<file path="src/rtl/composer_clk_pkg.sv">
// Shared constants and helpers for the composer clock/strobe generator.
package composer_clk_pkg;
    localparam int CNT_W_DEFAULT    = 22;
    localparam int HALF_5MHZ        = 5;
    localparam int HALF_16HZ        = 1562500;   // needs a counter at least 21 bits wide
    localparam int DEFAULT_HALF_CYC = HALF_5MHZ;

    // Channel-select width, never narrower than one bit.
    function automatic int ch_width(input int num_ch);
        return (num_ch > 1) ? $clog2(num_ch) : 1;
    endfunction
endpackage

</file>
<file path="src/rtl/clk_div_channel.sv">
// One divider channel: half-period counter, single pending-divisor slot, registered tick/clk_out.
module clk_div_channel
    import composer_clk_pkg::*;
#(
    parameter int CNT_W        = CNT_W_DEFAULT,
    parameter int DEFAULT_HALF = DEFAULT_HALF_CYC
) (
    input  logic             clk,
    input  logic             rst_n,
    input  logic             run,
    input  logic             wr_en,
    input  logic [CNT_W-1:0] wr_div,
    output logic             pend_valid,
    output logic             tick,
    output logic             clk_out
);
    localparam logic [CNT_W-1:0] ONE       = CNT_W'(1);
    localparam logic [CNT_W-1:0] ZERO      = CNT_W'(0);
    localparam logic [CNT_W-1:0] HALF_INIT = CNT_W'(DEFAULT_HALF);

    logic [CNT_W-1:0] count_r;
    logic [CNT_W-1:0] half_r;
    logic [CNT_W-1:0] pend_r;
    logic             pend_valid_r;
    logic             tick_r;
    logic             clk_out_r;
    logic             idle_s;
    logic             wrap_s;

    // A disabled or muted channel is idle; otherwise it wraps at half-1.
    always_comb begin
        idle_s = 1'b0;
        wrap_s = 1'b0;
        if (!run || (half_r == ZERO)) begin
            idle_s = 1'b1;
        end else begin
            wrap_s = (count_r == (half_r - ONE));
        end
    end

    // Counter, retune and output registers share one edge so tick and clk_out stay aligned.
    always_ff @(posedge clk or negedge rst_n) begin
        if (!rst_n) begin
            count_r      <= ZERO;
            half_r       <= HALF_INIT;
            pend_r       <= ZERO;
            pend_valid_r <= 1'b0;
            tick_r       <= 1'b0;
            clk_out_r    <= 1'b0;
        end else begin
            if (idle_s) begin
                count_r   <= ZERO;
                tick_r    <= 1'b0;
                clk_out_r <= 1'b0;
                if (pend_valid_r) begin
                    half_r       <= pend_r;
                    pend_valid_r <= 1'b0;
                end
            end else if (wrap_s) begin
                count_r   <= ZERO;
                tick_r    <= 1'b1;
                clk_out_r <= ~clk_out_r;
                if (pend_valid_r) begin
                    half_r       <= pend_r;
                    pend_valid_r <= 1'b0;
                end
            end else begin
                count_r <= count_r + ONE;
                tick_r  <= 1'b0;
            end
            // Writes only land while the slot is empty, so they never collide with the clear above.
            if (wr_en) begin
                pend_r       <= wr_div;
                pend_valid_r <= 1'b1;
            end
        end
    end

    assign pend_valid = pend_valid_r;
    assign tick       = tick_r;
    assign clk_out    = clk_out_r;
endmodule

</file>
<file path="src/rtl/clock_divider_multi.sv">
// Multi-channel clock-enable/square-wave generator with glitch-free runtime retuning.
module clock_divider_multi
    import composer_clk_pkg::*;
#(
    parameter int  NUM_CH       = 4,
    parameter int  CNT_W        = CNT_W_DEFAULT,
    parameter int  DEFAULT_HALF = DEFAULT_HALF_CYC,
    localparam int CH_W         = ch_width(NUM_CH)
) (
    input  logic              CLOCK_50,
    input  logic              resetn,
    input  logic [NUM_CH-1:0] enable,
    input  logic              cfg_valid,
    output logic              cfg_ready,
    input  logic [CH_W-1:0]   cfg_ch,
    input  logic [CNT_W-1:0]  cfg_div,
    output logic [NUM_CH-1:0] tick,
    output logic [NUM_CH-1:0] clk_out
);
    localparam int PAD_W = 1 << CH_W;
    localparam int CMP_W = CH_W + 1;

    logic [NUM_CH-1:0] pend_valid_s;
    logic [NUM_CH-1:0] wr_en_s;
    logic [PAD_W-1:0]  pend_pad_s;
    logic              in_range_s;
    logic              ready_s;

    // Out-of-range selects always handshake and are dropped.
    always_comb begin
        pend_pad_s             = '0;
        pend_pad_s[NUM_CH-1:0] = pend_valid_s;
        in_range_s             = ({1'b0, cfg_ch} < CMP_W'(NUM_CH));
        if (in_range_s) begin
            ready_s = ~pend_pad_s[cfg_ch];
        end else begin
            ready_s = 1'b1;
        end
    end

    assign cfg_ready = ready_s;

    for (genvar c = 0; c < NUM_CH; c++) begin : g_ch
        assign wr_en_s[c] = cfg_valid && ready_s && (cfg_ch == CH_W'(c));

        clk_div_channel #(
            .CNT_W        (CNT_W),
            .DEFAULT_HALF (DEFAULT_HALF)
        ) u_ch (
            .clk        (CLOCK_50),
            .rst_n      (resetn),
            .run        (enable[c]),
            .wr_en      (wr_en_s[c]),
            .wr_div     (cfg_div),
            .pend_valid (pend_valid_s[c]),
            .tick       (tick[c]),
            .clk_out    (clk_out[c])
        );
    end
endmodule

</file>
<file path="config.mk">
export PLATFORM = sky130hd
export DESIGN_NAME = clock_divider_multi
export DESIGN_NICKNAME = d
export VERILOG_FILES = /design/src/rtl/composer_clk_pkg.sv /design/src/rtl/clk_div_channel.sv /design/src/rtl/clock_divider_multi.sv
export SDC_FILE = /design/constraint.sdc
export NUM_CORES = 1
export LEC_CHECK = 0
export BUFFER_PORTS_ARGS = -buffer_cell sky130_fd_sc_hd__buf_4
export CAP_MARGIN = 20
export CORE_MARGIN = 2
export CORE_UTILIZATION = 40
export CTS_CLUSTER_DIAMETER = 60
export DETAILED_ROUTE_END_ITERATION = 8
export HOLD_SLACK_MARGIN = 0.08
export PLACE_DENSITY_LB_ADDON = 0.3
export SLEW_MARGIN = 40
export SYNTH_ARGS = -nofsm -noshare
export SYNTH_HDL_FRONTEND = slang
export SYNTH_HIERARCHICAL = 1
export SYNTH_SLANG_ARGS = --single-unit
</file>
<file path="constraint.sdc">
create_clock -name CLOCK_50 -period 6.06 [get_ports CLOCK_50]
set_input_delay 0.909 -clock CLOCK_50 [delete_from_list [all_inputs] [get_ports CLOCK_50]]
set_output_delay 0.909 -clock CLOCK_50 [all_outputs]
set_load 0.005 [all_outputs]
</file>
==> run_results.csv, run 1 <==
group,metric,value,unit
clock_network,cts_made_buffers,31,
floorplan,die_x,198,um
final_layout,nNetsFinal,1398,
floorplan,core,36800,um2
yosys,synth-edff-count,0,
setup_path,crit_slowest_cell,"or4b_1",
run_status,status,"finished, final reports clean",
sta,drv_slew,0,
yosys,synth.distinct_cells,74,
yosys,synth_cells,1337,
yosys,yosysSeqAreaShare,46.1,%
setup_path,worstPathArrival,4.70,ns
clock_network,cts_setup_buffers,0,
floorplan,start_util,40.8,%
yosys,yosysTopAreaCell,"dfrtp_1",
global_routing,grt_max_degree,108,
clock_network,clkLatencyLatePin,0.57,ns
global_routing,grt_usage,17.1,%
yosys,synth_ff_type,"dfrtp_1",
yosys,synthArstFlopShare,100,%
power_and_ir_drop,cellLeakagePower,0.00708,uW
setup_path,crit_chain,"inv_1 > ha_1 > or4b_1 > nor2_1 > o21ai_0 > a2111oi_0 > o2111ai_1 > o21ai_4 > nand2_2 > mux2_4",
floorplan,num_rows,70,
placed_design,io_buffers,39,
setup_path,critPathTopFamily,"compound AO/OA/AOI/OAI gates",
clock_network,hold_buffers,0,
sta,period_share,70.1,%
setup_path,cp_max_fo,23,
routing,ant_nets,0,
sta,hold_violations,0,
clock_network,ctsLongestPathBuffers,3,
final_layout,mostFrequentLayoutCell,"dfrtp_1",
sta,tns,0,ns
sta,worst_pin_slew,0.797,ns
setup_path,endpoint_kind,"flip-flop",
clock_network,cts_tree,"yes",
global_routing,antenna_found_initial,0,
sta,setup_viol,0,
final_layout,n_antenna_cell,0,
global_routing,first_global_vias,9716,
yosys,synth_fa_ha_area_share,0.667,%
setup_path,cpPeakStageDelay,0.61,ns
yosys,synth-compound-area-share,6.83,%
routing,dr_total_vias,9938,
routing,drc_errors,0,
sta,period_needed,4.25,ns
sta,fmax,235,MHz
sta,timing.hold.ws,0.206,ns
clock_network,cts_htree_levels,1,
sta,slew_headroom,46.9,%
yosys,synth.mux.area_fraction,15.3,%
placed_design,gp_congestion,0.876,
clock_network,cts_root_buffer,"clkbuf_16",
yosys,synth_top_area_share,44.7,%
final_layout,final_cell_mix,"dfrtp_1 (268), nor2_1 (140), xor2_1 (89), mux2_2 (89), xnor2_1 (85)",
routing,finalWirelength,32700,um
sta,fin_skew,0.0196,ns
floorplan,dieArea,39100,um2
setup_path,path_buf_inv,1,
flow_run,cap_violations,0,
yosys,synth_xor_xnor_area_share,10.2,%
clock_network,cts-resized-gates,0,
global_routing,overflow,0,
yosys,netlist_area,15000,um2
setup_path,startpoint_type,"flip-flop",
yosys,syn_nets,1376,
floorplan,fp.dieH,198,um
routing,firstDrtPassIters,5,
power_and_ir_drop,peakVddDrop,0.230,mV
final_layout,syn_to_final_growth,11.8,%
yosys,synth_top_family_by_area,"simple AND/OR/NAND/NOR gates",
clock_network,clock_sinks,276,
global_routing,grt_pass1_wl,53000,um
clock_network,clk_pin_slew_worst_paths,0.06,ns
final_layout,drive_gt1_share,23.4,%
yosys,synth-seq-cells,276,
routing,vias_per_cell,5.37,
yosys,yosysWarnings,6,
setup_path,cp.required,6.51,ns
setup_path,worstSetupPathType,"flip-flop to flip-flop",
placed_design,dp_hpwl,23100,um
routing,avgRoutedWirePerCell,17.7,um
yosys,avgSynthCellArea,11.2,um2
power_and_ir_drop,cellPowerDensity,399,nW/um2
yosys,yosys.area_share.simple,18.2,%
yosys,synth_area_leaders,"dfrtp_1 (45%), mux2_4 (8.0%), mux2_2 (6.7%), xor2_1 (5.2%), xnor2_1 (5.0%)",
sta,rsz0062_at_grt,"no",
routing,drt_iter0_drc,624,
hold_path,hold_class,"primary input to async pin",
floorplan,io_pins,40,
## registers in the layout, indices dropped and copies added (netlist names)
register and cells:
g_ch.u_ch/count_r 88, g_ch.u_ch/half_r 88, g_ch.u_ch/pend_r 88, g_ch.u_ch/clk_out 4, g_ch.u_ch/pend_valid 4, g_ch.u_ch/tick 4
## power breakdown
part	switching [uW]	total, uW	internal (uW)
sequential	621	2930	2310
clock	762	1880	1120
combinational	820	1900	1080
## kinds of logic after synthesis
family,count (synthesis)
xor gates and xnor gates,174
DFF,276
AOI/OAI and AO/OA,139
adders and majority gates,8
muxes,176
buffers and inverters,89
and+or+nand+nor,475
## synth_stat cells, types with 12 or more instances
cell type	count
a21oi_1	23
inv_1	29
a311oi_1	14
mux2_2	89
nor2_1	140
nand2b_1	19
nand2_1	48
and3_1	18
nand4_1	25
nand3b_1	12
nor2b_1	20
nor3_1	26
dfrtp_1	268
mux2_4	80
xnor2_1	85
nand3_1	53
or3_1	18
o21ai_0	25
clkbuf_1	34
or4_1	20
xor2_1	89
## path summary, 6_finish.rpt
| kind | slack [ns] | to | cells past startpoint | start |
|---|---|---|---|---|
| worst min-delay path | 0.21 | g_ch[0].u_ch/count_r[2] | 1 | resetn |
| max in group asynchronous | 4.68 | g_ch[3].u_ch/half_r[0] | 3 | resetn |
| min in group CLOCK_50 | 0.49 | g_ch[1].u_ch/half_r[21] | 1 | g_ch[1].u_ch/pend_r[21] |
| worst max-delay path | 1.81 | g_ch[3].u_ch/half_r[1] | 10 | g_ch[3].u_ch/half_r[1] |
| worst max register to register | 1.81 | g_ch[3].u_ch/half_r[1] | 10 | g_ch[3].u_ch/half_r[1] |
| worst min register to register | 0.49 | g_ch[1].u_ch/half_r[21] | 1 | g_ch[1].u_ch/pend_r[21] |
## per-stage QoR
step	cell area, um2	setup WS, ns	utilization, %	std cells	total power (uW)
detailed placement	15700	1.79	42.7	1793	4840
CTS	16800	1.76	45.6	1850	6760
floorplan	15000	2.69	-	1337	4380
global placement	15600	1.92	42.5	1788	4780
finish	16800	1.81	45.6	1851	6710
global route	16800	1.48	45.6	1851	7110
## cell type report
class	instances	area, um2
Multi-Input combinational cell	972	7680
Clock buffer	37	838
Sequential cell	276	6920
Fill cell	3358	20000
Clock inverter	20	201
Inverter	29	109
Timing Repair Buffer	49	458
Tap cell	468	586
## routing by layer
metal / routed length [um] / global-route usage, %
met1: 15900 / 23.9
met2: 15200 / 27.9
met3: 947 / 2.15
met4: 721 / 4.71
met5: 0 / 0
No activity file was read; power rests on OpenSTA's default activity.
==> run 2: changes to the inputs <==
Settings changed: ABC_AREA set to 1.
Clock period 6.06 ns to 4.41 ns, I/O delays scaled along.
==> run 2 against run 1 <==
  * Maximum frequency increased by 46%
  * Worst setup slack got worse by 0.31 ns
  * Flip-flop and latch count unchanged
  * Utilization decreased by 0.14 points
  * Design area increased by 5.0%
  * Clock skew decreased by 0.0018 ns
  * Clock-buffer cell count increased by 4
  * Total power increased by 56%
  * Routed wire length increased by 17%
  * Synthesized cell count increased by 61%
  * Sequential share of layout area decreased by 1.9 points
  * Critical endpoint is now g_ch[3].u_ch/half_r[20]
==> run_results.csv, run 2 <==
group,metric,value,unit
routing,ant_nets,0,
final_layout,drive_gt1_share,8.39,%
power_and_ir_drop,peakVddDrop,0.361,mV
placed_design,gp_congestion,0.881,
global_routing,grt_pass1_wl,65100,um
global_routing,antenna_found_initial,0,
final_layout,multi_input_area,7640,um2
final_layout,biggestRegsByFlops,"g_ch.u_ch/count_r (88), g_ch.u_ch/half_r (88), g_ch.u_ch/pend_r (88)",
sta,setup_viol,0,
yosys,synth_most_common_cell,"nand2_1",
yosys,synth-edff-count,0,
yosys,synth-seq-cells,276,
global_routing,globalRouteMet1Util,27.0,%
floorplan,fp.dieH,202,um
sta,period_needed,2.91,ns
routing,finalWirelength,38200,um
yosys,synth_cells,2155,
sta,worst_pin_slew,0.714,ns
routing,firstDrtPassIters,5,
placed_design,io_buffers,39,
power_and_ir_drop,cellPowerDensity,595,nW/um2
sta,tns,0,ns
routing,dr_total_vias,13400,
yosys,synth.distinct_cells,37,
final_layout,n_fill_cell,4001,
setup_path,path_buf_inv,3,
clock_network,cts_made_buffers,34,
floorplan,die_x,202,um
sta,hold_violations,0,
run_status,status,"finished, final reports clean",
final_layout,final_cell_mix,"nand2_1 (805), dfrtp_1 (266), nor2_1 (258)",
global_routing,top_usage_layer,"met2",
yosys,syn_nets,2194,
final_layout,nNetsFinal,2218,
sta,rsz0062_at_grt,"no",
setup_path,endpoint_kind,"flip-flop",
sta,fin_skew,0.0178,ns
routing,drc_errors,0,
flow_run,cap_violations,0,
yosys,synth_area_leaders,"dfrtp_1 (43%), nand2_1 (19%), nand3_1 (6.3%), nor2_1 (6.2%), inv_1 (4.8%)",
yosys,yosysTopAreaCell,"dfrtp_1",
clock_network,cts_htree_levels,2,
global_routing,gr-usage-met3,2.79,%
clock_network,cts_setup_buffers,0,
yosys,avgSynthCellArea,7.29,um2
routing,avgRoutedWirePerCell,14.0,um
setup_path,cp_max_fo,46,
sta,slew_headroom,52.3,%
global_routing,overflow,0,
setup_path,cpPeakStageDelay,0.55,ns
setup_path,worstPathArrival,3.31,ns
clock_network,cts_root_buffer,"clkbuf_16",
setup_path,cp.required,4.81,ns
clock_network,cts_tree,"yes",
yosys,yosysWarnings,6,
final_layout,n_antenna_cell,0,
yosys,synth_top_area_share,42.7,%
global_routing,grt_max_degree,109,
routing,drt_iter0_drc,965,
routing,vias_per_cell,4.91,
clock_network,cts-resized-gates,0,
sta,setup_ws,1.50,ns
hold_path,hold_class,"primary input to flip-flop",
clock_network,clock_sinks,276,
yosys,yosys-top-cells-count,"nand2_1 (805), dfrtp_1 (268), nor2_1 (258), inv_1 (202), nand3_1 (198)",
setup_path,startpoint_type,"flip-flop",
yosys,synth_ff_type,"dfrtp_1",
sta,drv_slew,0,
global_routing,grt_util_met2,31.1,%
final_layout,mostFrequentLayoutCell,"nand2_1",
global_routing,first_global_vias,13100,
floorplan,io_pins,40,
global_routing,grt_usage,19.2,%
floorplan,core,38700,um2
clock_network,clk_pin_slew_worst_paths,0.06,ns
setup_path,path_common_cell,"nand2_1",
setup_path,crit_chain,"inv_1 > ha_1 > nand2_2 > inv_1 > nand2_1 > nand3_1 > nand2_1 > nand2_1 > inv_1 > nand2_1 > nor2_1 > nand3_2 > nand2_4 > nand2_4 > nand2_1 > nand2_1",
placed_design,dp_hpwl,27600,um
final_layout,syn_to_final_growth,12.2,%
power_and_ir_drop,cellLeakagePower,0.00896,uW
setup_path,r2r_slack,1.50,ns
sta,fmax,344,MHz
clock_network,hold_buffers,0,
floorplan,start_util,40.6,%
yosys,netlist_area,15700,um2
floorplan,num_rows,72,
yosys,synthArstFlopShare,100,%
setup_path,worstSetupPathType,"flip-flop to flip-flop",
setup_path,critPathTopFamily,"simple AND/OR/NAND/NOR gates",
final_layout,seq_area,6920,um2
yosys,yosysSeqAreaShare,44.0,%
clock_network,clkLatencyLatePin,0.52,ns
floorplan,dieArea,40900,um2
placed_design,dp_slack,1.50,ns
setup_path,crit_slowest_cell,"dfstp_2",
clock_network,ctsLongestPathBuffers,3,
sta,period_share,65.9,%
## run 2: metrics by stage
step	utilization (%)	instance area, um2	hold WS, ns	power (uW)	std cells
after floorplan	-	15700	0.366	6620	2155
after global placement	42.3	16400	0.457	7410	2659
after detailed placement	42.3	16400	0.459	7510	2659
after CTS	45.4	17600	0.227	10600	2721
after global routing	45.5	17600	0.408	11400	2723
final	45.5	17600	0.414	10500	2723
## run 2: per-layer routing
layer  share of wire (%)  up-vias  routed length (um)
li1                    -     6793                   -
met1                  47     6273               18100
met2                  46      244               17600
met3                 4.5       54                1720
met4                 2.1        0                 804
met5                   0        -                   0
## run 2: path summary, 6_finish.rpt
check / start / end / depth (start not counted)
min: cfg_div[7] / g_ch[2].u_ch/pend_r[7] / 3
max reg2reg: g_ch[3].u_ch/half_r[0] / g_ch[3].u_ch/half_r[20] / 16
min in group asynchronous: resetn / g_ch[2].u_ch/count_r[8] / 2
max: g_ch[3].u_ch/half_r[0] / g_ch[3].u_ch/half_r[20] / 16
min reg2reg: g_ch[1].u_ch/pend_r[3] / g_ch[1].u_ch/pend_r[3] / 2
max in group asynchronous: resetn / g_ch[0].u_ch/pend_r[20] / 4
## run 2: layout make-up
type / count / share of cell area, %
tap: 518 / 3.68
timing repair buffer: 47 / 2.31
sequential: 276 / 39.2
clock buffer: 41 / 5.45
inverter: 212 / 4.51
clock inverter: 21 / 1.47
multi-input combinational: 1608 / 43.3
## run 2: logic make-up (layout without fill, tap and decap cells)
group,count (synthesis),in the layout,share of synthesized area [%]
compound gates,37,37,1.31
simple gates,1444,1444,40.0
buf+inv,271,321,7.36
flops,276,276,44.0
xor+xnor,119,119,6.63
fa+ha+maj,8,8,0.637
## run 2: worst register-to-register path, delay by kind of cell (launching register included)
family | cells | cell delay [ns]
buf+inv | 3 | 0.27
fa+ha+maj | 1 | 0.26
simple gates | 12 | 1.70
flops | 1 | 0.55
## run 2: where the power goes
| group | leakage, uW | switching, uW | total (uW) | internal [uW] |
|---|---|---|---|---|
| registers | 0.00361 | 625 | 3710 | 3090 |
| clock network | 0.000605 | 1130 | 2990 | 1860 |
| logic | 0.00474 | 2470 | 3780 | 1310 |
